**src/rtl/eb_rd_ctrl_param.sv**
```systemverilog
// Read-side controller for the RX elastic buffer: binary/Gray read pointers, occupancy
// from the synchronised Gray write pointer, and SKP-based clock compensation.
module eb_rd_ctrl_param #(
  parameter int ADDR_WIDTH = 3,
  parameter int PTR_WIDTH  = ADDR_WIDTH + 1,
  parameter int LOW_WM     = 2,
  parameter int HIGH_WM    = 6
) (
  input  logic                  local_clk,
  input  logic                  local_rst,
  input  logic                  LTSSM_rst,
  input  logic [PTR_WIDTH-1:0]  r_gray_wptr,
  input  logic                  rd_en,
  input  logic                  head_is_skp,
  output logic                  empty,
  output logic                  rd_valid,
  output logic [ADDR_WIDTH-1:0] raddr,
  output logic [PTR_WIDTH-1:0]  gray_rptr,
  output logic [PTR_WIDTH-1:0]  occupancy,
  output logic                  skp_dropped,
  output logic                  skp_added,
  output logic                  underflow_err
);

  localparam logic [PTR_WIDTH-1:0] LOW_WM_P  = PTR_WIDTH'(LOW_WM);
  localparam logic [PTR_WIDTH-1:0] HIGH_WM_P = PTR_WIDTH'(HIGH_WM);
  localparam logic [PTR_WIDTH-1:0] PTR_ONE   = PTR_WIDTH'(1);

  typedef enum logic [2:0] {
    DEC_HOLD,
    DEC_UNDERFLOW,
    DEC_DROP,
    DEC_ADD,
    DEC_NORMAL
  } dec_e;

  logic [PTR_WIDTH-1:0] r_rptr;
  logic [PTR_WIDTH-1:0] r_gray_rptr;
  logic                 r_ins_done;
  logic                 r_drop_last;
  logic                 r_underflow;

  logic [PTR_WIDTH-1:0] w_wbin;
  logic [PTR_WIDTH-1:0] w_occupancy;
  logic [PTR_WIDTH-1:0] w_rptr_next;
  logic [PTR_WIDTH-1:0] w_gray_next;
  logic                 w_empty;
  dec_e                 w_dec;

  // Gray-to-binary: each binary bit is the XOR of its Gray bit and every bit above it.
  always_comb begin
    for (int i = 0; i < PTR_WIDTH; i++) begin
      w_wbin[i] = ^(r_gray_wptr >> i);
    end
  end

  assign w_occupancy = w_wbin - r_rptr;
  assign w_empty     = (r_gray_rptr == r_gray_wptr);

  // LTSSM_rst suppresses every decision so no pulse escapes in the clearing cycle.
  always_comb begin
    // NOTE: default first so every path assigns w_dec and no latch is inferred.
    w_dec = DEC_HOLD;
    if (!LTSSM_rst && rd_en) begin
      if (w_empty) begin
        w_dec = DEC_UNDERFLOW;
      end else if (head_is_skp && (w_occupancy >= HIGH_WM_P) && !r_drop_last) begin
        w_dec = DEC_DROP;
      end else if (head_is_skp && (w_occupancy <= LOW_WM_P) && !r_ins_done) begin
        w_dec = DEC_ADD;
      end else begin
        w_dec = DEC_NORMAL;
      end
    end
  end

  assign w_rptr_next = ((w_dec == DEC_DROP) || (w_dec == DEC_NORMAL)) ? r_rptr + PTR_ONE : r_rptr;
  assign w_gray_next = w_rptr_next ^ (w_rptr_next >> 1);

  // NOTE: all state uses non-blocking assignments so every register samples pre-edge values.
  always_ff @(posedge local_clk or negedge local_rst) begin
    if (!local_rst) begin
      r_rptr      <= '0;
      r_gray_rptr <= '0;
      r_ins_done  <= 1'b0;
      r_drop_last <= 1'b0;
      r_underflow <= 1'b0;
    end else if (LTSSM_rst) begin
      r_rptr      <= '0;
      r_gray_rptr <= '0;
      r_ins_done  <= 1'b0;
      r_drop_last <= 1'b0;
      r_underflow <= 1'b0;
    end else begin
      r_rptr      <= w_rptr_next;
      r_gray_rptr <= w_gray_next;
      case (w_dec)
        DEC_UNDERFLOW: r_underflow <= 1'b1;
        DEC_DROP:      r_drop_last <= 1'b1;
        DEC_ADD:       r_ins_done  <= 1'b1;
        DEC_NORMAL: begin
          r_ins_done  <= 1'b0;
          r_drop_last <= 1'b0;
        end
        default: ;
      endcase
    end
  end

  assign empty         = w_empty;
  assign occupancy     = w_occupancy;
  assign rd_valid      = (w_dec == DEC_ADD) || (w_dec == DEC_NORMAL);
  assign skp_dropped   = (w_dec == DEC_DROP);
  assign skp_added     = (w_dec == DEC_ADD);
  assign raddr         = r_rptr[ADDR_WIDTH-1:0];
  assign gray_rptr     = r_gray_rptr;
  assign underflow_err = r_underflow;

endmodule
```
**config.mk**
```make
export PLATFORM = sky130hd
export DESIGN_NAME = eb_rd_ctrl_param
export DESIGN_NICKNAME = d
export VERILOG_FILES = /design/src/rtl/eb_rd_ctrl_param.sv
export SDC_FILE = /design/constraint.sdc
export NUM_CORES = 1
export LEC_CHECK = 0
export CELL_PAD_IN_SITES_DETAIL_PLACEMENT = 2
export CELL_PAD_IN_SITES_GLOBAL_PLACEMENT = 2
export CORE_MARGIN = 4
export CORE_UTILIZATION = 24
export CTS_CLUSTER_DIAMETER = 30
export DETAILED_ROUTE_END_ITERATION = 7
export PLACE_DENSITY = 0.8
export SYNTH_ARGS = -nofsm -noshare
export SYNTH_HDL_FRONTEND = slang
export SYNTH_SLANG_ARGS = --single-unit
export TNS_END_PERCENT = 5
```
**constraint.sdc**
```tcl
create_clock -name local_clk -period 2.5 [get_ports local_clk]
set_input_delay 0.25 -clock local_clk [delete_from_list [all_inputs] [get_ports local_clk]]
set_output_delay 0.25 -clock local_clk [all_outputs]
set_load 0.05 [all_outputs]
```
After elaboration in Yosys (flattened, before gate mapping)

Cells that the tools add are included.

Order comparisons: 2
Multiply operators: 0
Shifts and indexed selects: 0
Reduce and logical (&&, ||, !) cells: 17
Add/sub/neg operators: 2
Muxes and demuxes: 13
Bitwise gates (word level): 1
Div/mod/pow operators: 0
Eq/ne operators: 5

Operator list:

| operator                                                          | count |
|---|---|
| XOR reduction 4 bit                                               | 4 |
| two-way mux 3 bit                                                 | 4 |
| two-way mux 4 bit                                                 | 3 |
| equality test 3 x 2 -> 1 bit, second input constant               | 2 |
| nonzero test 3 bit                                                | 2 |
| logical AND 1 bit                                                 | 5 |
| adder 4 x 1 -> 4 bit, second input constant                       | 1 |
| equality test 4 bit                                               | 1 |
| greater-or-equal comparator 4 x 3 -> 1 bit, second input constant | 1 |
| <= comparator 4 x 2 -> 1 bit, second input constant               | 1 |
| two-way mux 1 bit                                                 | 4 |
| one-hot mux 1 bit (2 select lines)                                | 2 |
| subtractor 4 bit                                                  | 1 |
| bitwise XOR 4 x 3 -> 4 bit                                        | 1 |
| equality test 3 x 1 -> 1 bit, second input constant               | 1 |
| equality test 3 bit, second input constant                        | 1 |
| zero test 1 bit                                                   | 3 |
| logical OR 1 bit                                                  | 2 |
| nonzero test 2 bit                                                | 1 |

Memories: 0
Bits of input ports: 9
Output and inout port bits: 16
Bits in registers: 11
Word-level logic and storage cells: 45
ROM bits: 0
Bits in writable memories: 0
Bits in latches: 0

Logic depth before layout (Yosys ltp)

Gate-level depths: netlist (run 1).

Depth after elaboration: 14
Mapped depth: 10

Worst setup path after synthesis (run 1)

Ideal clock, no wire load.

Kind: input -> register
Start point: in r_gray_wptr[3]
End point: reg r_drop_last
Buffers on the path: 0
Data required time: 2.422 ns
Setup slack: -1.564 ns
Data arrival time: 3.986 ns
Cell stages on the path: 10
Setup time: 0.078 ns
Cell sequence: xor2_1 xnor2_1 xor2_1 ha_1 fa_1 xnor2_1 a22oi_1 nor3b_1 a21oi_1 nor2_1

Word-level cells in the longest chain between the ends: 12

RTL lines:

| element                            | line | RTL |
|---|---|---|
| start: declaration                 | 12   | `input logic [PTR_WIDTH-1:0] r_gray_wptr,` |
| XOR reduction 4 bit                | 53   | `w_wbin[i] = ^(r_gray_wptr >> i);` |
| subtractor 4 bit *                 | 57   | `assign w_occupancy = w_wbin - r_rptr;` |
| named net occupancy[2]             | 19   | `output logic [PTR_WIDTH-1:0] occupancy,` |
| <= comparator 4 x 2 -> 1 bit       | 69   | `end else if (head_is_skp && (w_occupancy <= LOW_WM_P) && !r_ins_done) begin` |
| logical AND 1 bit (2 in a row)     | 69   |  |
| two-way mux 3 bit                  | 69   |  |
| two-way mux 3 bit *                | 67   | `end else if (head_is_skp && (w_occupancy >= HIGH_WM_P) && !r_drop_last) begin` |
| two-way mux 3 bit *                | 65   | `if (w_empty) begin` |
| two-way mux 3 bit *                | 64   | `if (!LTSSM_rst && rd_en) begin` |
| equality test 3 x 2 -> 1 bit *     | -    |  |
| named net skp_dropped              | 20   | `output logic skp_dropped,` |
| one-hot mux 1 bit (2 select lines) | 97   | `case (w_dec)` |
| two-way mux 1 bit                  | 88   | `end else if (LTSSM_rst) begin` |
| end signal: assignment             | 86   | `r_drop_last <= 1'b0;` |
| end signal: assignment             | 92   | `r_drop_last <= 1'b0;` |
| end signal: assignment             | 99   | `DEC_DROP: r_drop_last <= 1'b1;` |
| end: declaration                   | 40   | `logic r_drop_last;` |

The timed path passes the listed nets; every way through them passes the cells marked *.
A chain may end at the register's enable or synchronous reset.

Worst setup path after layout (run 1)

Start point: in r_gray_wptr[0]
End point: out skp_added

Word-level cells in the longest chain between the ends: 10

RTL lines:

| element                        | line | RTL |
|---|---|---|
| XOR reduction 4 bit            | 53   |  |
| subtractor 4 bit               | 57   |  |
| <= comparator 4 x 2 -> 1 bit   | 69   |  |
| logical AND 1 bit (2 in a row) | 69   |  |
| two-way mux 3 bit              | 69   |  |
| two-way mux 3 bit              | 67   |  |
| two-way mux 3 bit *            | 65   |  |
| two-way mux 3 bit *            | 64   |  |
| equality test 3 x 2 -> 1 bit * | 114  | `assign skp_added = (w_dec == DEC_ADD);` |
| end: declaration               | 21   | `output logic skp_added,` |

Every way passes the cells marked *; elsewhere a longest branch is shown, timed or not.

==> results of run 1 <==
-- power breakdown --
part | switching (mW) | internal (mW)
clock | 0.0627 | 0.0887
sequential | 0.00817 | 0.169
combinational | 0.241 | 0.219
-- sequential cells by signal, indices dropped and copies added, names as in the netlist --
signal,flops
r_drop_last,1
gray_rptr,4
underflow_err,1
r_rptr,3
r_ins_done,1
-- how the worst max path moves through the flow --
| stage | start | slack (ps) | cells past startpoint | end |
|---|---|---|---|---|
| floorplan | r_gray_wptr[3] | -300 | 10 | skp_added |
| global placement | r_gray_wptr[2] | -650 | 11 | gray_rptr[0] |
| detailed placement | r_gray_wptr[2] | -780 | 11 | gray_rptr[2] |
| CTS | r_gray_wptr[2] | -280 | 12 | skp_added |
| global route | r_gray_wptr[0] | -380 | 10 | skp_added |
| finish | r_gray_wptr[0] | -310 | 10 | skp_added |
-- Yosys cell counts --
| library cell | n |
|---|---|
| clkbuf_1 | 1 |
| a21o_1 | 1 |
| mux2_1 | 3 |
| a22oi_1 | 1 |
| ha_1 | 4 |
| o21bai_1 | 1 |
| nand2_1 | 3 |
| inv_1 | 7 |
| nor2_1 | 10 |
| or2_1 | 1 |
| a21oi_1 | 5 |
| nor2b_1 | 3 |
| a211o_1 | 1 |
| xnor2_1 | 5 |
| xor2_1 | 7 |
| nand2b_1 | 1 |
| xor2_2 | 1 |
| nand3_1 | 3 |
| a31oi_1 | 1 |
| dfrtp_1 | 10 |
| nand3b_1 | 1 |
| nor3b_4 | 1 |
| nor4_2 | 1 |
| o21ai_1 | 1 |
| mux2i_1 | 2 |
| nand2_4 | 1 |
| nor3b_1 | 1 |
| nand3_2 | 1 |
| fa_1 | 1 |
| o21ai_0 | 1 |
| and2_1 | 1 |
-- worst reg2reg max path, stage by stage, from the launching register on --
cell and delay (ps):
dfrtp_1 440, inv_1 90, ha_1 360, a21oi_1 240, nand3_2 140, a211o_1 360
buf_6 140, a31oi_1 170, o21bai_2 150, mux2_2 340
-- timing repair --
action                     in CTS  in global routing
setup buffers                   4                  2
setup endpoints to repair      15                 11
gates resized for setup        22                 10
pin swaps                      11                 10
-- cell type report --
class	instances	area, sq um
inverter	7	32.5
sequential	10	250
clock buffer	4	36.3
fill	314	1540
timing repair buffer	52	552
multi-input combinational	63	584
tap	44	55.1
-- kinds of logic (layout without fill, tap and decap cells) --
group / after synthesis / after routing
multiplexers: 5 / 5
flip-flops: 10 / 10
adder cells (fa/ha/maj): 5 / 5
XOR/XNOR: 13 / 13
buffers and inverters: 8 / 63
AO/OA/AOI/OAI: 12 / 12
AND/OR/NAND/NOR: 28 / 28
-- metrics by stage --
stage | worst slack, ps | cell area [sq um]
finish | -308 | 1510
global route | -379 | 1510
CTS | -277 | 1470
detailed placement | -776 | 1370
global placement | -649 | 1370
floorplan | -298 | 832
-- layer usage --
layer | vias up | global-route usage (%) | wire (um)
met4 | 0 | 6.86 | 86
met3 | 8 | 1.91 | 143
met1 | 408 | 18.5 | 1430
met5 | - | 0 | 0
li1 | 377 | - | -
met2 | 21 | 33.1 | 2030
==> results by group, run 1 <==
STA
  – Max Clock Skew: 2.72 ps
  – Fin Setup TNS: -1120 ps
  – Min Hold Slack: 306 ps
  – Rel. slew slack: 64.1%
  – Fin worst setup slack: -308 ps
  – Hold Fails Final Rpt: 0
  – Final setup violation count: 6
  – Fmax: 356 MHz
  – Final worst path period share: 112%
  – RSZ-0062 raised after global routing: yes
  – Worst-Margin Slew: 537 ps
  – Final Max Slew Viols: 0
  – Crit path time final: 2810 ps

Logic synthesis
  – Multiplexer area fraction after synthesis: 7.01%
  – Synth Register Bits: 10
  – Post-Synth XOR/XNOR Area: 15.8%
  – Syn_area_per_cell: 9.47 sq um
  – Post-Synth Simple-Gate Area: 22.0%
  – Synth unique cells: 31
  – Top area cells in the synthesized netlist: dfrtp_1, xor2_1, ha_1
  – Ys Warns: 0
  – Synth area leader: dfrtp_1
  – Syn Nets: 95
  – Largest family of logic cells by synthesized area: simple AND/OR/NAND/NOR gates
  – Area share of the largest cell type after synthesis: 32.6%
  – Synth Cell Area: 767 sq um
  – Synth Area in Adders: 9.14%
  – Post-synthesis instance total: 81
  – Seq/Total Area, Yosys: 32.6%
  – Compound-Gate Fraction of Synth Area: 9.46%

Critical path
  – Setup crit start kind: input pin
  – Worst Path Arrival: 2560 ps
  – FF-to-FF setup slack: -60 ps
  – CP Cell Sequence: clkdlybuf4s50_1 > xor2_1 > ha_2 > fa_2 > xnor2_4 > buf_6 > a211o_1 > or2_4 > clkinvlp_4 > buf_12
  – Worst Path Buf+Inv: 4
  – Crit-path max FO: 3
  – Worst reg2reg path depth: 9
  – Crit-path max cell delay: 460 ps
  – Setup CP Type: in2out
  – CP Data Required Time: 2250 ps
  – Critical Path End Type: primary output
  – RR Endpoint: gray_rptr[2]
  – Largest delay share family, worst path: buffers and inverters
  – Slowest CP cell: clkdlybuf4s50_1
  – Crit Reg-Reg Startpoint: r_rptr[2]

Final layout
  – Commonest non-fill, non-tap cell in the layout: buf_4
  – Area grow syn2layout: 96.9%
  – Fin cells: 180
  – Final net count: 151
  – Post-layout util: 49.5%
  – Ant diodes: 0
  – Most frequent cells in the layout: buf_4, clkdlybuf4s50_1, nor2_1, dfrtp_1, buf_12
  – Layout cells sized above 1: 47.1%

Floorplan
  – Io pins: 25
  – Die Y: 64.5 um
  – Initial Util: 25.1%
  – Core area: 0.00305 sq mm
  – Die area: 0.00416 sq mm
  – Chip width: 64.5 um
  – FP Rows: 20

Placement
  – DP Cell Count: 170
  – Routability cong.: 0.805
  – Dpl hpwl: 2410 um
  – Port bufs: 24

CTS
  – TritonCTS clock tree: done
  – Max clock buf depth: 2
  – CTS H-tree depth: 1
  – Root buffer cell: clkbuf_4
  – Sink Count: 10
  – Reg clk slew, reported paths: 70 ps
  – Num CTS Buffers: 3
  – Hold-fix buffers, CTS: 0
  – Worst skew pair latency: 280 ps

Drt
  – Final WL: 3700 um
  – Initial DRC count: 14
  – Pre-Repair DR Iteration Count: 4
  – DRC Markers: 0
  – Routed Antenna Nets: 0
  – Drt wl/cell: 20.5 um
  – Via count: 814
  – DR vias/cell: 4.52

GRT
  – Global-route wire length before repair: 5310 um
  – Vias in the first global route: 978
  – Grt total ovfl: 0
  – Antenna violations before repair: 0
  – GR Util All Layers: 17.0%
  – Largest net degree at the start of global routing: 14

Outcome
  – Outcome: complete, but fails checks
  – Violated checks: setup timing

Power and ir drop
  – Leak: 0.678 nW
  – Max IR drop VDD: 0.211 mV
  – PD cells: 521 mW/mm^2
  – Pwr Total: 0.787 mW

Run
  – Reported max-cap violation count: 0

Worst hold path
  – Hold WC Path Type: in2async
(Power assumes the default switching activity.)
==> run 2: changes to the inputs <==
Settings changed: TNS_END_PERCENT 5 to 1.
==> results of run 2 <==
The final DEF is identical to that of run 1; final timing and power are the same.
==> run 3: changes to the inputs <==
Settings changed: ABC_CLOCK_PERIOD_IN_PS from default to 2500, PLACE_DENSITY 0.8 to default, PLACE_DENSITY_LB_ADDON from default to 0.1.
==> run 3 against run 2 <==
Global-route usage decreased by 2.6 points. First-iteration DRC count decreased by 29%. Non-clock buffer count decreased by 2. Sequential power about the same. Via count decreased by 1.7%. Combinational power about the same. Sequential share of layout area decreased by 0.14 points. Total power decreased by 0.50%. Maximum frequency increased by 3.0%. Die area unchanged. Critical path type unchanged. Clock skew about the same. Largest cell class unchanged. The flow still finishes with violations (setup timing).
==> results by group, run 3 (synthesis gave the netlist of run 1 again) <==
STA
  – Hold Fails Final Rpt: 0
  – Fmax: 367 MHz
  – Worst-Margin Slew: 533 ps
  – Max Clock Skew: 2.25 ps
  – RSZ-0062 raised after global routing: yes
  – Final worst path period share: 109%
  – Rel. slew slack: 64.4%
  – Fin Setup TNS: -784 ps
  – Crit path time final: 2730 ps
  – Final setup violation count: 6
  – Final Max Slew Viols: 0
  – Fin worst setup slack: -227 ps

GRT
  – Global-route wire length before repair: 4580 um
  – Met2 usage: 26.5%
  – Met1 track demand over resource: 17.5%
  – Met3 GRT Util: 1.21%
  – Grt total ovfl: 0
  – Most Used Layer, Global Route: met2
  – GR Util All Layers: 14.4%
  – Antenna violations before repair: 0
  – Largest net degree at the start of global routing: 14
  – Vias in the first global route: 915

Critical path
  – CP Data Required Time: 2250 ps
  – Critical Path End Type: primary output
  – Setup CP Type: in2out
  – Setup crit start kind: input pin
  – Crit-path max FO: 2
  – Worst Path Arrival: 2480 ps

Power and ir drop
  – Leak: 0.673 nW
  – Max IR drop VDD: 0.230 mV
  – Pwr Total: 0.784 mW
  – Pint: 0.487 mW
  – NetSw: 0.296 mW
  – Sw frac: 37.8%
  – Sequential share of power: 22.5%
  – Clock group share of total power: 18.8%
  – PD cells: 515 mW/mm^2
  – Combinational Power Share: 58.7%

Final layout
  – Layout cells sized above 1: 45.5%
  – Area grow syn2layout: 98.5%
  – Multi-input logic area: 606 sq um
  – Max FFs per register: 4
  – Ant diodes: 0
  – Commonest non-fill, non-tap cell in the layout: buf_4
  – Final net count: 149
  – Most frequent cells in the layout: buf_4, clkdlybuf4s50_1, nor2_1, dfrtp_1, buf_12
  – Fill count: 324
  – Register area: 250 sq um
  – Post-layout util: 49.9%

Drt
  – Pre-Repair DR Iteration Count: 3
  – Drt wl/cell: 15.9 um
  – DR vias/cell: 4.49
  – Initial DRC count: 10
  – Routed Antenna Nets: 0
  – Final WL: 2840 um
  – Via count: 800
  – DRC Markers: 0

CTS
  – CTS H-tree depth: 1
  – Max clock buf depth: 2
  – Root buffer cell: clkbuf_4
  – Hold-fix buffers, CTS: 0
  – TritonCTS clock tree: done
  – Reg clk slew, reported paths: 70 ps
  – Sink Count: 10
  – Worst skew pair latency: 260 ps
  – Num CTS Buffers: 3

Outcome
  – Outcome: complete, but fails checks
  – Violated checks: setup timing

Placement
  – Routability cong.: 0.718
  – Pre-CTS setup slack: -814 ps
  – Dpl hpwl: 2130 um
  – Port bufs: 24

Floorplan
  – Core area: 0.00305 sq mm
  – Chip width: 64.5 um
  – Initial Util: 25.1%
  – FP Rows: 20
  – Die Y: 64.5 um
  – Die area: 0.00416 sq mm
  – Io pins: 25

Worst hold path
  – Hold WC Path Type: in2async

Run
  – Reported max-cap violation count: 0
## run 3: cell count changes in the layout (fill, tap and decap cells not counted), sizes merged
cell / previous run / this run
dlymetal6s2s: 0 / 1
clkdlybuf4s50: 13 / 12
buf: 38 / 36
## run 3: cell type report
type,count,share of cell area [%]
inverters,7,2.14
clock buffers,4,2.38
well taps,44,3.62
repair buffers,50,35.7
multi-input cells,63,39.8
flip-flops and latches,10,16.4
## run 3: final timing paths
path,startpoint,end,cells past startpoint,slack (ps)
max reg2reg,r_rptr[1],gray_rptr[0],9,-80
min,local_rst,r_rptr[1],1,330
min reg2reg,r_ins_done,r_ins_done,2,540
max in group asynchronous,local_rst,gray_rptr[2],1,1830
max,r_gray_wptr[3],skp_added,12,-230
min in group local_clk,r_ins_done,r_ins_done,2,540
## run 3: stage by stage
stage	instances	hold slack (ps)	cell area (sq um)
after floorplan	81	-45.6	832
after global placement	168	481	1350
after detailed placement	168	516	1350
after CTS	177	329	1470
after global routing	178	353	1520
final	178	328	1520
## run 3: what timing repair did
action                                  in CTS  in global routing
resized for setup                           23                 12
setup buffers                                5                  1
endpoints found under the setup margin      15                 10
pin swaps                                   11                 11
## run 3: power groups by stage
stage                     logic, mW  registers (mW)  clock network, mW
final                         0.460           0.176              0.147
after global routing          0.487           0.177              0.163
after global placement        0.397           0.178                  0
after floorplan               0.181           0.199                  0
after detailed placement      0.408           0.179                  0
after CTS                     0.445           0.176              0.152
## run 3: per-layer routing
| metal | share of wire (%) | wire length (um) |
|---|---|---|
| met5 | 0 | 0 |
| met3 | 1.9 | 55 |
| met2 | 55 | 1550 |
| met1 | 43 | 1210 |
| met4 | 0.92 | 26 |
## run 3: worst max-delay path: stages
cell and delay, ps:
buf_8 110, xor2_4 180, xnor2_2 150, xor2_1 160, ha_2 200, fa_2 380
xnor2_4 150, buf_6 120, a211o_1 300, or2_4 280, clkinvlp_4 80, buf_12 130
